$ cat config.mk
export PLATFORM = sky130hd
export DESIGN_NAME = imem_loader_flat
export DESIGN_NICKNAME = d
export VERILOG_FILES = /design/src/rtl/imem_loader_pkg.sv /design/src/rtl/imem_loader_if.sv /design/src/rtl/imem_loader_word_assembler.sv /design/src/rtl/imem_loader.sv /design/src/flat_wrapper.sv
export SDC_FILE = /design/constraint.sdc
export NUM_CORES = 1
export LEC_CHECK = 0
export BUFFER_PORTS_ARGS = -buffer_cell sky130_fd_sc_hd__buf_2
export CORE_MARGIN = 2
export CORE_UTILIZATION = 45
export CTS_BUF_LIST = sky130_fd_sc_hd__clkbuf_4 sky130_fd_sc_hd__clkbuf_8 sky130_fd_sc_hd__clkbuf_16
export DETAILED_ROUTE_END_ITERATION = 8
export PLACE_DENSITY = 0.63
export SYNTH_ARGS = -nofsm -noshare
export SYNTH_HDL_FRONTEND = slang
export SYNTH_SLANG_ARGS = --single-unit
$ cat constraint.sdc
create_clock -name clk -period 3.8 [get_ports clk]
set_clock_uncertainty 0.05 [all_clocks]
set_input_delay 1.14 -clock clk [delete_from_list [all_inputs] [get_ports clk]]
set_output_delay 1.14 -clock clk [all_outputs]
set_load 0.02 [all_outputs]
$ cat src/rtl/imem_loader_pkg.sv
// Shared types and constants for the boot-time instruction memory loader.
package imem_loader_pkg;

  typedef enum logic [2:0] {
    ST_IDLE  = 3'd0,
    ST_RECV  = 3'd1,
    ST_WRITE = 3'd2,
    ST_CHECK = 3'd3,
    ST_DONE  = 3'd4,
    ST_ERR   = 3'd5
  } state_t;

  localparam int DEPTH_DEF      = 1024;
  localparam int LEN_W_DEF      = 11;
  localparam int BYTES_PER_WORD = 4;
  localparam int BCNT_W         = $clog2(BYTES_PER_WORD);

  function automatic logic len_legal(input logic [31:0] len, input int depth);
    return (len != 32'd0) && (len <= 32'(depth));
  endfunction

endpackage

$ cat src/rtl/imem_loader_if.sv
// Byte stream in, instruction memory write port out.
interface imem_loader_if;
  logic        in_valid;
  logic [7:0]  in_data;
  logic        in_ready;
  logic        mem_we;
  logic [31:0] mem_addr;
  logic [31:0] mem_wdata;

  modport master (
    input  in_valid, in_data,
    output in_ready, mem_we, mem_addr, mem_wdata
  );

  modport slave (
    output in_valid, in_data,
    input  in_ready, mem_we, mem_addr, mem_wdata
  );
endinterface

$ cat src/rtl/imem_loader_word_assembler.sv
// Packs accepted bytes little-endian into a 32-bit word; shared by program words and trailer.
module imem_loader_word_assembler
  import imem_loader_pkg::*;
(
  input  logic        clk,
  input  logic        rst,
  input  logic        clr,
  input  logic        byte_fire,
  input  logic [7:0]  byte_data,
  output logic [31:0] word,
  output logic [31:0] word_next,
  output logic        word_ready
);

  logic [BCNT_W-1:0] byte_cnt;

  // word_next already holds the byte being accepted so the trailer can be compared in-cycle
  always_comb begin
    word_next = word;
    if (byte_fire) word_next[{byte_cnt, 3'b000} +: 8] = byte_data;
  end

  assign word_ready = byte_fire && (byte_cnt == BCNT_W'(BYTES_PER_WORD - 1));

  always_ff @(posedge clk or negedge rst) begin
    if (!rst) begin
      byte_cnt <= '0;
      word     <= '0;
    end else if (clr) begin
      byte_cnt <= '0;
    end else if (byte_fire) begin
      byte_cnt <= byte_cnt + BCNT_W'(1);
      word     <= word_next;
    end
  end

endmodule

$ cat src/rtl/imem_loader.sv
// Boot loader: streams words into instruction memory, verifies an additive checksum,
// then releases the core from reset.
//
//   state | meaning
//   IDLE  | waiting for load_start after reset
//   RECV  | collecting 4 bytes of a program word
//   WRITE | one-cycle memory write, checksum accumulate
//   CHECK | collecting the 4-byte checksum trailer
//   DONE  | load verified, core released
//   ERR   | bad length or checksum mismatch, core held
module imem_loader
  import imem_loader_pkg::*;
#(
  parameter int DEPTH = DEPTH_DEF,
  parameter int LEN_W = LEN_W_DEF
) (
  input  logic               clk,
  input  logic               rst,
  input  logic               load_start,
  input  logic [LEN_W-1:0]   load_len,
  imem_loader_if.master      bus,
  output logic               cpu_rst,
  output logic               done,
  output logic               error
);

  state_t            state, next_state;
  logic [LEN_W-1:0]  len_q, word_idx;
  logic [31:0]       checksum, word, word_next;
  logic              word_ready, byte_fire, arm, len_ok, last_word;
  logic              in_ready_q, mem_we_q, done_q, error_q, cpu_rst_q;
  logic              in_ready_d, mem_we_d, done_d, error_d, cpu_rst_d;

  assign arm       = load_start &&
                     (state == ST_IDLE || state == ST_DONE || state == ST_ERR);
  assign len_ok    = len_legal(32'(load_len), DEPTH);
  assign byte_fire = bus.in_valid && in_ready_q;
  assign last_word = (word_idx == len_q - LEN_W'(1));

  imem_loader_word_assembler u_asm (
    .clk        (clk),
    .rst        (rst),
    .clr        (arm),
    .byte_fire  (byte_fire),
    .byte_data  (bus.in_data),
    .word       (word),
    .word_next  (word_next),
    .word_ready (word_ready)
  );

  // Outputs are decoded from next_state and registered alongside the state
  always_ff @(posedge clk or negedge rst) begin
    if (!rst) begin
      state      <= ST_IDLE;
      in_ready_q <= 1'b0;
      mem_we_q   <= 1'b0;
      done_q     <= 1'b0;
      error_q    <= 1'b0;
      cpu_rst_q  <= 1'b0;
    end else begin
      state      <= next_state;
      in_ready_q <= in_ready_d;
      mem_we_q   <= mem_we_d;
      done_q     <= done_d;
      error_q    <= error_d;
      cpu_rst_q  <= cpu_rst_d;
    end
  end

  always_comb begin
    next_state = state;
    case (state)
      ST_IDLE, ST_DONE, ST_ERR:
        if (load_start) next_state = len_ok ? ST_RECV : ST_ERR;
      ST_RECV:
        if (word_ready) next_state = ST_WRITE;
      ST_WRITE:
        next_state = last_word ? ST_CHECK : ST_RECV;
      ST_CHECK:
        if (word_ready) next_state = (word_next == checksum) ? ST_DONE : ST_ERR;
      default:
        next_state = ST_IDLE;
    endcase
  end

  always_comb begin
    in_ready_d = (next_state == ST_RECV) || (next_state == ST_CHECK);
    mem_we_d   = (next_state == ST_WRITE);
    done_d     = (next_state == ST_DONE);
    error_d    = (next_state == ST_ERR);
    cpu_rst_d  = (next_state == ST_DONE);
  end

  always_ff @(posedge clk or negedge rst) begin
    if (!rst) begin
      len_q    <= '0;
      word_idx <= '0;
      checksum <= '0;
    end else if (arm && len_ok) begin
      len_q    <= load_len;
      word_idx <= '0;
      checksum <= '0;
    end else if (state == ST_WRITE) begin
      checksum <= checksum + word;
      word_idx <= word_idx + LEN_W'(1);
    end
  end

  assign bus.in_ready  = in_ready_q;
  assign bus.mem_we    = mem_we_q;
  assign bus.mem_addr  = 32'({word_idx, 2'b00});
  assign bus.mem_wdata = word;
  assign done          = done_q;
  assign error         = error_q;
  assign cpu_rst       = cpu_rst_q;

endmodule

$ cat src/flat_wrapper.sv
// flat-port wrapper written by rule: the top's interface ports become plain ports
module imem_loader_flat import imem_loader_pkg::*;
#(
  parameter int DEPTH = DEPTH_DEF,
  parameter int LEN_W = LEN_W_DEF
)
  (clk, rst, load_start, load_len, cpu_rst, done, error, bus_in_valid, bus_in_data, bus_in_ready, bus_mem_we, bus_mem_addr, bus_mem_wdata);
  imem_loader_if bus_i ();
  input  logic clk;
  input  logic rst;
  input  logic load_start;
  input  logic [LEN_W-1:0] load_len;
  output logic cpu_rst;
  output logic done;
  output logic error;
  input wire logic [$bits(bus_i.in_valid)-1:0] bus_in_valid;
  input wire logic [$bits(bus_i.in_data)-1:0] bus_in_data;
  output wire logic [$bits(bus_i.in_ready)-1:0] bus_in_ready;
  output wire logic [$bits(bus_i.mem_we)-1:0] bus_mem_we;
  output wire logic [$bits(bus_i.mem_addr)-1:0] bus_mem_addr;
  output wire logic [$bits(bus_i.mem_wdata)-1:0] bus_mem_wdata;
  assign bus_i.in_valid = bus_in_valid;
  assign bus_i.in_data = bus_in_data;
  assign bus_in_ready = bus_i.in_ready;
  assign bus_mem_we = bus_i.mem_we;
  assign bus_mem_addr = bus_i.mem_addr;
  assign bus_mem_wdata = bus_i.mem_wdata;
  imem_loader #(.DEPTH(DEPTH), .LEN_W(LEN_W)) u_core (.clk(clk), .rst(rst), .load_start(load_start), .load_len(load_len), .bus(bus_i), .cpu_rst(cpu_rst), .done(done), .error(error));
endmodule
==> impl_metrics.env, run 1 <==
export IMPL_period_minus_slack_ns=3.48
export IMPL_gr_total_overflow=0
export IMPL_cts_sinks=95
export IMPL_cts_buffer_depth=2
export IMPL_path_cells="inv_1, ha_1, buf_4, nor4bb_1, mux2i_1, xnor2_1, nor4_1, nand3_1, nor4_2, o22ai_2, and2_1"
export IMPL_ir_drop_v=0.000358
export IMPL_grt_pass1_vias=5717
export IMPL_synth_cells=766
export IMPL_tightest_slew_ns=0.945
export IMPL_fillers=1410
export IMPL_syn_area_per_cell_sq_um=9.05
export IMPL_core_area_sq_mm=0.0151
export IMPL_vias_per_cell=5.92
export IMPL_dr_pass1_iters=5
export IMPL_cp_data_arrival_time_ns=3.66
export IMPL_drt_wirelength_per_cell_um=18.4
export IMPL_fin_ws_ns=0.322
export IMPL_vias=6006
export IMPL_max_freq_mhz=288
export IMPL_dieWidth_um=128
export IMPL_critPathMaxFanout=19
export IMPL_cts_root_buf="clkbuf_16"
export IMPL_hpwl_um=13800
export IMPL_cts_max_level=3
export IMPL_drt_iter0_markers=430
export IMPL_synth_cell_types=72
export IMPL_rsz0062_at_grt="false"
export IMPL_cts_clk_slew_worst_paths_ns=0.07
export IMPL_slew_violations=0
export IMPL_synth_area_sq_mm=0.00693
export IMPL_ys_warn_count=0
export IMPL_ys_seq_elements=95
export IMPL_setup_viol=0
export IMPL_antenna_found_initial=0
export IMPL_cap_violations=0
export IMPL_drtAntennaViolNets=0
export IMPL_crit_type="reg -> reg"
export IMPL_cts_inserted_buffers=9
export IMPL_synth_edff_count=0
export IMPL_crit_slowest_cell="dfrtp_1"
export IMPL_pin_count=92
export IMPL_finalHoldViolCount=0
export IMPL_cp_start_kind="register"
export IMPL_power_total_uw=5850
export IMPL_layout_nets=884
export IMPL_gp_congestion=0.905
export IMPL_place_area_sq_mm=0.00734
export IMPL_die_h_um=128
export IMPL_fin_area_sq_mm=0.00764
export IMPL_grt_total_usage=0.232
export IMPL_ys_seq_area_frac=0.343
export IMPL_cp_slowest_stage_delay_ns=0.68
export IMPL_fin_util=0.504
export IMPL_cts_tree="yes"
export IMPL_finalWirelength_um=18600
export IMPL_initial_utilization=0.457
export IMPL_drc_errors=0
export IMPL_die_area_sq_mm=0.0164
export IMPL_end_kind="register"
export IMPL_async_flop_share=1.00
export IMPL_grt_max_degree=51
export IMPL_antennaDiodeCount=0
export IMPL_synth_flop_cell="dfrtp_1"
export IMPL_slew_headroom=0.370
export IMPL_syn_to_final_growth_pct=10.2
export IMPL_leakagePower_uw=0.00357
export IMPL_powerDensity_mw_per_mm2=766
export IMPL_hold_path_class="reg -> reg"
export IMPL_fin_crit_sh=0.915
export IMPL_status="completed"
export IMPL_numPortBuffers=70
export IMPL_clkLatencyLatePin_ns=0.34
export IMPL_grt_pass1_wl_um=30200
export IMPL_finalSetupTns_ns=0
export IMPL_dpl_worst_slack_ns=0.305
export IMPL_drive_gt1_frac=0.157
export IMPL_required_ns=3.98
export IMPL_rows=45
==> synthesized netlist by cell type (all sizes together) (2+ instances only) <==
library cell	count	area share
mux2	13	0.021
and3	10	0.0098
inv	19	0.010
a21oi	41	0.030
o2bb2ai	2	0.0025
a31o	2	0.0025
o31ai	4	0.0043
or2	5	0.0045
nor4b	2	0.0025
o2111ai	3	0.0038
buf	32	0.036
and2	5	0.0045
xor2	25	0.032
a22o	16	0.020
o211ai	4	0.0051
nand2	85	0.046
nor4	9	0.011
a21o	13	0.014
nand4	8	0.0072
mux2i	15	0.022
a21boi	3	0.0038
a211oi	8	0.0087
nand3	27	0.020
a32oi	15	0.021
o21ai	46	0.034
nor2b	10	0.0090
xnor2	50	0.063
o22ai	3	0.0036
nor2	49	0.027
or3	13	0.012
nor4bb	7	0.010
clkbuf	21	0.011
nand2b	6	0.0054
ha	38	0.069
o21bai	4	0.0043
nor3b	11	0.013
nor3	17	0.013
dfrtp	95	0.34
a31oi	5	0.0045
o21a	7	0.0076
==> cells in the final DEF (no fill, tap or decap), types with 4 or more instances in the layout <==
cell and count:
and3_1 8, nor4_1 6, clkbuf_16 9, a31oi_1 5, a22o_1 16, and2_1 5
mux2i_1 15, a211oi_1 8, inv_1 19, nand3_1 26, or2_2 4, nor3_1 16
nor2_1 49, o21ai_0 41, mux2_2 13, nand4_1 8, nor2b_1 10, or3_1 13
xor2_1 25, nor4bb_1 7, buf_4 8, a21oi_1 41, nor3b_1 9, dfrtp_1 95
o21a_1 7, ha_1 38, nand2b_1 6, conb_1 21, o21bai_1 4, a21o_1 13
o31ai_1 4, xnor2_1 50, buf_2 69, a32oi_1 13, nand2_1 85
==> final cells by class <==
class / instances / area, sq um / share of cell area
multi-input combinational: 619 / 4230 / 0.554
tap: 188 / 235 / 0.0308
sequential: 95 / 2380 / 0.311
clock buffer: 10 / 239 / 0.0313
timing repair buffer: 78 / 425 / 0.0557
clock inverter: 5 / 58.8 / 0.00770
inverter: 19 / 71.3 / 0.00934
==> path summary, 6_finish.rpt <==
| check | start | endpoint | slack [ns] | cells after the start |
|---|---|---|---|---|
| worst max-delay path | u_core.u_asm.byte_cnt[0]$_DFFE_PN0P_ | u_core.error$_DFF_PN0_ | 0.32 | 11 |
| worst min-delay path | u_core.checksum[31]$_DFFE_PN0P_ | u_core.checksum[31]$_DFFE_PN0P_ | 0.46 | 1 |
| worst max register to register | u_core.u_asm.byte_cnt[0]$_DFFE_PN0P_ | u_core.error$_DFF_PN0_ | 0.32 | 11 |
| worst min register to register | u_core.checksum[31]$_DFFE_PN0P_ | u_core.checksum[31]$_DFFE_PN0P_ | 0.46 | 1 |
| max in group asynchronous | rst | u_core.u_asm.word[22]$_DFFE_PN0P_ | 2.23 | 2 |
| min in group asynchronous | rst | u_core.word_idx[7]$_DFFE_PN0P_ | 0.75 | 1 |
==> registers in the layout, indices dropped and copies added (netlist names) <==
signal / count
u_core.bus.in_ready: 1
u_core.bus.mem_we: 1
u_core.checksum: 32
u_core.done: 1
u_core.error: 1
u_core.len_q: 11
u_core.state: 3
u_core.u_asm.byte_cnt: 2
u_core.u_asm.word: 32
u_core.word_idx: 11
==> worst max-delay path: cells and delay by family (launching register included) <==
kind            cells  cell delay (ns)
fa+ha+maj           1             0.35
compound gates      1             0.17
mux                 1             0.18
xor+xnor            1             0.20
flops               1             0.68
simple gates        5             1.31
buf+inv             2             0.41
==> logic make-up after synthesis <==
| family | Yosys count | share of synthesized area |
|---|---|---|
| other | 1 | 0.000541 |
| muxes | 28 | 0.0428 |
| and+or+nand+nor | 269 | 0.201 |
| DFF | 95 | 0.343 |
| AOI/OAI and AO/OA | 187 | 0.188 |
| xor gates and xnor gates | 75 | 0.0948 |
| adders and majority gates | 39 | 0.0715 |
| buffers and inverters | 72 | 0.0581 |
==> power breakdown <==
group / internal [uW] / total [uW] / leakage (uW) / switching (uW)
logic: 1270 / 2990 / 0.00215 / 1730
registers: 1380 / 1930 / 0.00128 / 543
clock network: 525 / 932 / 0.000141 / 407
total: 3180 / 5850 / 0.00357 / 2680
==> per-stage QoR <==
stage	hold slack, ns	std cells
floorplan	0.415	786
global placement	0.455	999
detailed placement	0.460	999
CTS	0.468	1014
global route	0.485	1014
finish	0.462	1014
==> what timing repair did <==
| action | 4_1_cts | 5_1_grt |
|---|---|---|
| setup buffers | 0 | 0 |
| gates resized for setup | 0 | 1 |
| endpoints found under the setup margin | 0 | 2 |
| hold buffers | 0 | 0 |
| hold endpoints to repair | 0 | 0 |
==> per-layer routing <==
layer | GRT usage | wire length [um] | vias to the layer above
li1 | - | - | 2845
met3 | 0.0392 | 959 | 38
met2 | 0.359 | 8420 | 196
met4 | 0.0827 | 488 | 0
met5 | 0 | 0 | -
met1 | 0.328 | 8760 | 2927
(Power assumes the default switching activity.)
==> inputs of run 2 (changes only) <==
--- a/config.mk
+++ b/config.mk
@@ -7,10 +7,10 @@
 export LEC_CHECK = 0
 export BUFFER_PORTS_ARGS = -buffer_cell sky130_fd_sc_hd__buf_2
 export CORE_MARGIN = 2
-export CORE_UTILIZATION = 45
+export CORE_UTILIZATION = 56
 export CTS_BUF_LIST = sky130_fd_sc_hd__clkbuf_4 sky130_fd_sc_hd__clkbuf_8 sky130_fd_sc_hd__clkbuf_16
 export DETAILED_ROUTE_END_ITERATION = 8
-export PLACE_DENSITY = 0.63
+export PLACE_DENSITY = 0.76
 export SYNTH_ARGS = -nofsm -noshare
 export SYNTH_HDL_FRONTEND = slang
 export SYNTH_SLANG_ARGS = --single-unit
==> run 2 against run 1 <==
  * Die area shrank 19%
  * First-iteration DRC count rose by 56%
  * Highest routed layer unchanged
  * Core utilization increased by 13 points
  * Critical path depth is 1 lower
  * Cell count fell by 2.0%
  * Clock power up 1%
  * Global-route usage increased by 5.3 points
  * Combinational power is 2% higher
  * Critical path type unchanged
  * Setup slack better by 0.10 ns
  * Sequential share of layout area increased by 0.087 points
  * Via count up 0.43%
==> impl_metrics.env, run 2 (synthesized netlist as in run 1, its figures left out) <==
export IMPL_numPortBuffers=70
export IMPL_drc_errors=0
export IMPL_tightest_slew_ns=0.925
export IMPL_die_h_um=115
export IMPL_cp_data_arrival_time_ns=3.58
export IMPL_grt_pass1_vias=5733
export IMPL_crit_path_start="u_core.u_asm.byte_cnt[1]$_DFFE_PN0P_"
export IMPL_drtAntennaViolNets=0
export IMPL_hpwl_um=13200
export IMPL_cap_violations=0
export IMPL_cts_clk_slew_worst_paths_ns=0.07
export IMPL_end_kind="register"
export IMPL_max_freq_mhz=296
export IMPL_cts_tree="yes"
export IMPL_vias_per_cell=6.07
export IMPL_cts_sinks=95
export IMPL_r2r_end="u_core.error$_DFF_PN0_"
export IMPL_clkLatencyLatePin_ns=0.36
export IMPL_clkPwrFrac=0.160
export IMPL_status="completed"
export IMPL_r2r_start="u_core.u_asm.byte_cnt[1]$_DFFE_PN0P_"
export IMPL_leakagePower_uw=0.00358
export IMPL_holdBufCountCts=0
export IMPL_p_int_uw=3200
export IMPL_p_sw_uw=2690
export IMPL_syn_to_final_growth_pct=9.93
export IMPL_setup_viol=0
export IMPL_dr_pass1_iters=6
export IMPL_finalHoldViolCount=0
export IMPL_drive_gt1_frac=0.156
export IMPL_hold_path_class="reg -> reg"
export IMPL_fin_util=0.632
export IMPL_reg2reg_depth=10
export IMPL_rows=40
export IMPL_fillers=1018
export IMPL_core_area_sq_mm=0.0121
export IMPL_dp_cells=979
export IMPL_p_comb_frac=0.517
export IMPL_crit_type="reg -> reg"
export IMPL_gp_congestion=0.945
export IMPL_worstHoldPathCells=1
export IMPL_powerDensity_mw_per_mm2=772
export IMPL_cts_max_level=3
export IMPL_slew_violations=0
export IMPL_layout_common_cells="95 x dfrtp_1, 85 x nand2_1, 69 x buf_2"
export IMPL_layout_nets=884
export IMPL_grt_max_degree=55
export IMPL_worstHoldStart="u_core.checksum[31]$_DFFE_PN0P_"
export IMPL_use_met2=0.453
export IMPL_top_usage_layer="met2"
export IMPL_antennaDiodeCount=0
export IMPL_cts_setup_buffers=0
export IMPL_required_ns=4.00
export IMPL_critPathMaxFanout=18
export IMPL_die_area_sq_mm=0.0133
export IMPL_seqPwrFrac=0.323
export IMPL_rsz0062_at_grt="false"
export IMPL_cts_root_buf="clkbuf_16"
export IMPL_drt_iter0_markers=669
export IMPL_grt_total_usage=0.285
export IMPL_gr_total_overflow=0
export IMPL_met3_usage=0.0474
export IMPL_sw_frac_of_total=0.456
export IMPL_ir_drop_v=0.000357
export IMPL_finalWirelength_um=18200
export IMPL_pin_count=92
export IMPL_antenna_found_initial=0
export IMPL_cts_inserted_buffers=9
export IMPL_grt_pass1_wl_um=29600
export IMPL_instances_no_fill=994
export IMPL_fin_crit_sh=0.888
export IMPL_vias=6032
export IMPL_layout_commonest_cell="dfrtp_1"
export IMPL_rrSetupSlack_ns=0.42
export IMPL_dieWidth_um=115
export IMPL_critPathCapture="u_core.error$_DFF_PN0_"
export IMPL_finalSetupTns_ns=0
export IMPL_cts_buffer_depth=2
export IMPL_largest_registers="u_core.checksum x32, u_core.u_asm.word x32"
export IMPL_initial_utilization=0.574
export IMPL_period_minus_slack_ns=3.38
export IMPL_cts_resized=0
export IMPL_slew_headroom=0.383
export IMPL_cp_start_kind="register"
export IMPL_drt_wirelength_per_cell_um=18.3
export IMPL_met1_usage=0.392
==> run 2: layer usage <==
layer	up-vias	part of all wire
met2	251	0.46
met1	2907	0.44
met3	40	0.074
met4	0	0.023
met5	-	0
li1	2834	-
==> run 2: worst min path at each step <==
| stage | to | slack, ns |
|---|---|---|
| after global placement | u_core.checksum[31]$_DFFE_PN0P_ | 0.45 |
| after global routing | u_core.checksum[31]$_DFFE_PN0P_ | 0.48 |
| after detailed placement | u_core.checksum[31]$_DFFE_PN0P_ | 0.46 |
| after CTS | u_core.checksum[31]$_DFFE_PN0P_ | 0.47 |
| after floorplan | u_core.checksum[31]$_DFFE_PN0P_ | 0.41 |
| final | u_core.checksum[31]$_DFFE_PN0P_ | 0.46 |
==> run 2: stage by stage <==
step	worst slack (ns)	cell area [sq um]	hold WS (ns)	total power, uW
floorplan	0.958	7000	0.415	4130
global placement	0.417	7310	0.454	4770
detailed placement	0.329	7310	0.459	4890
CTS	0.507	7620	0.469	5860
global route	0.178	7620	0.479	6310
finish	0.425	7620	0.464	5880
==> run 2: power by group through the flow <==
stage | Sequential (uW) | Clock (uW) | Combinational [uW]
final | 1900 | 942 | 3040
after global routing | 1950 | 988 | 3370
after CTS | 1880 | 951 | 3020
after detailed placement | 1900 | 0 | 3000
after global placement | 1890 | 0 | 2880
after floorplan | 1920 | 0 | 2210
==> run 2: cell type report <==
class | instances | area [sq um] | share of cell area
Clock buffer | 11 | 246 | 0.0324
Clock inverter | 4 | 56.3 | 0.00739
Inverter | 19 | 71.3 | 0.00936
Multi-Input combinational cell | 619 | 4230 | 0.555
Sequential cell | 95 | 2380 | 0.312
Tap cell | 168 | 210 | 0.0276
Timing Repair Buffer | 78 | 425 | 0.0558
==> run 2: worst max-delay path, stage by stage, from the launching register on <==
cell	delay [ns]
dfrtp_1	0.39
inv_1	0.09
ha_1	0.57
and3_1	0.65
a32oi_1	0.23
xnor2_1	0.17
nor4_1	0.30
nand2_1	0.11
nor4_2	0.35
o22ai_2	0.17
and2_1	0.17
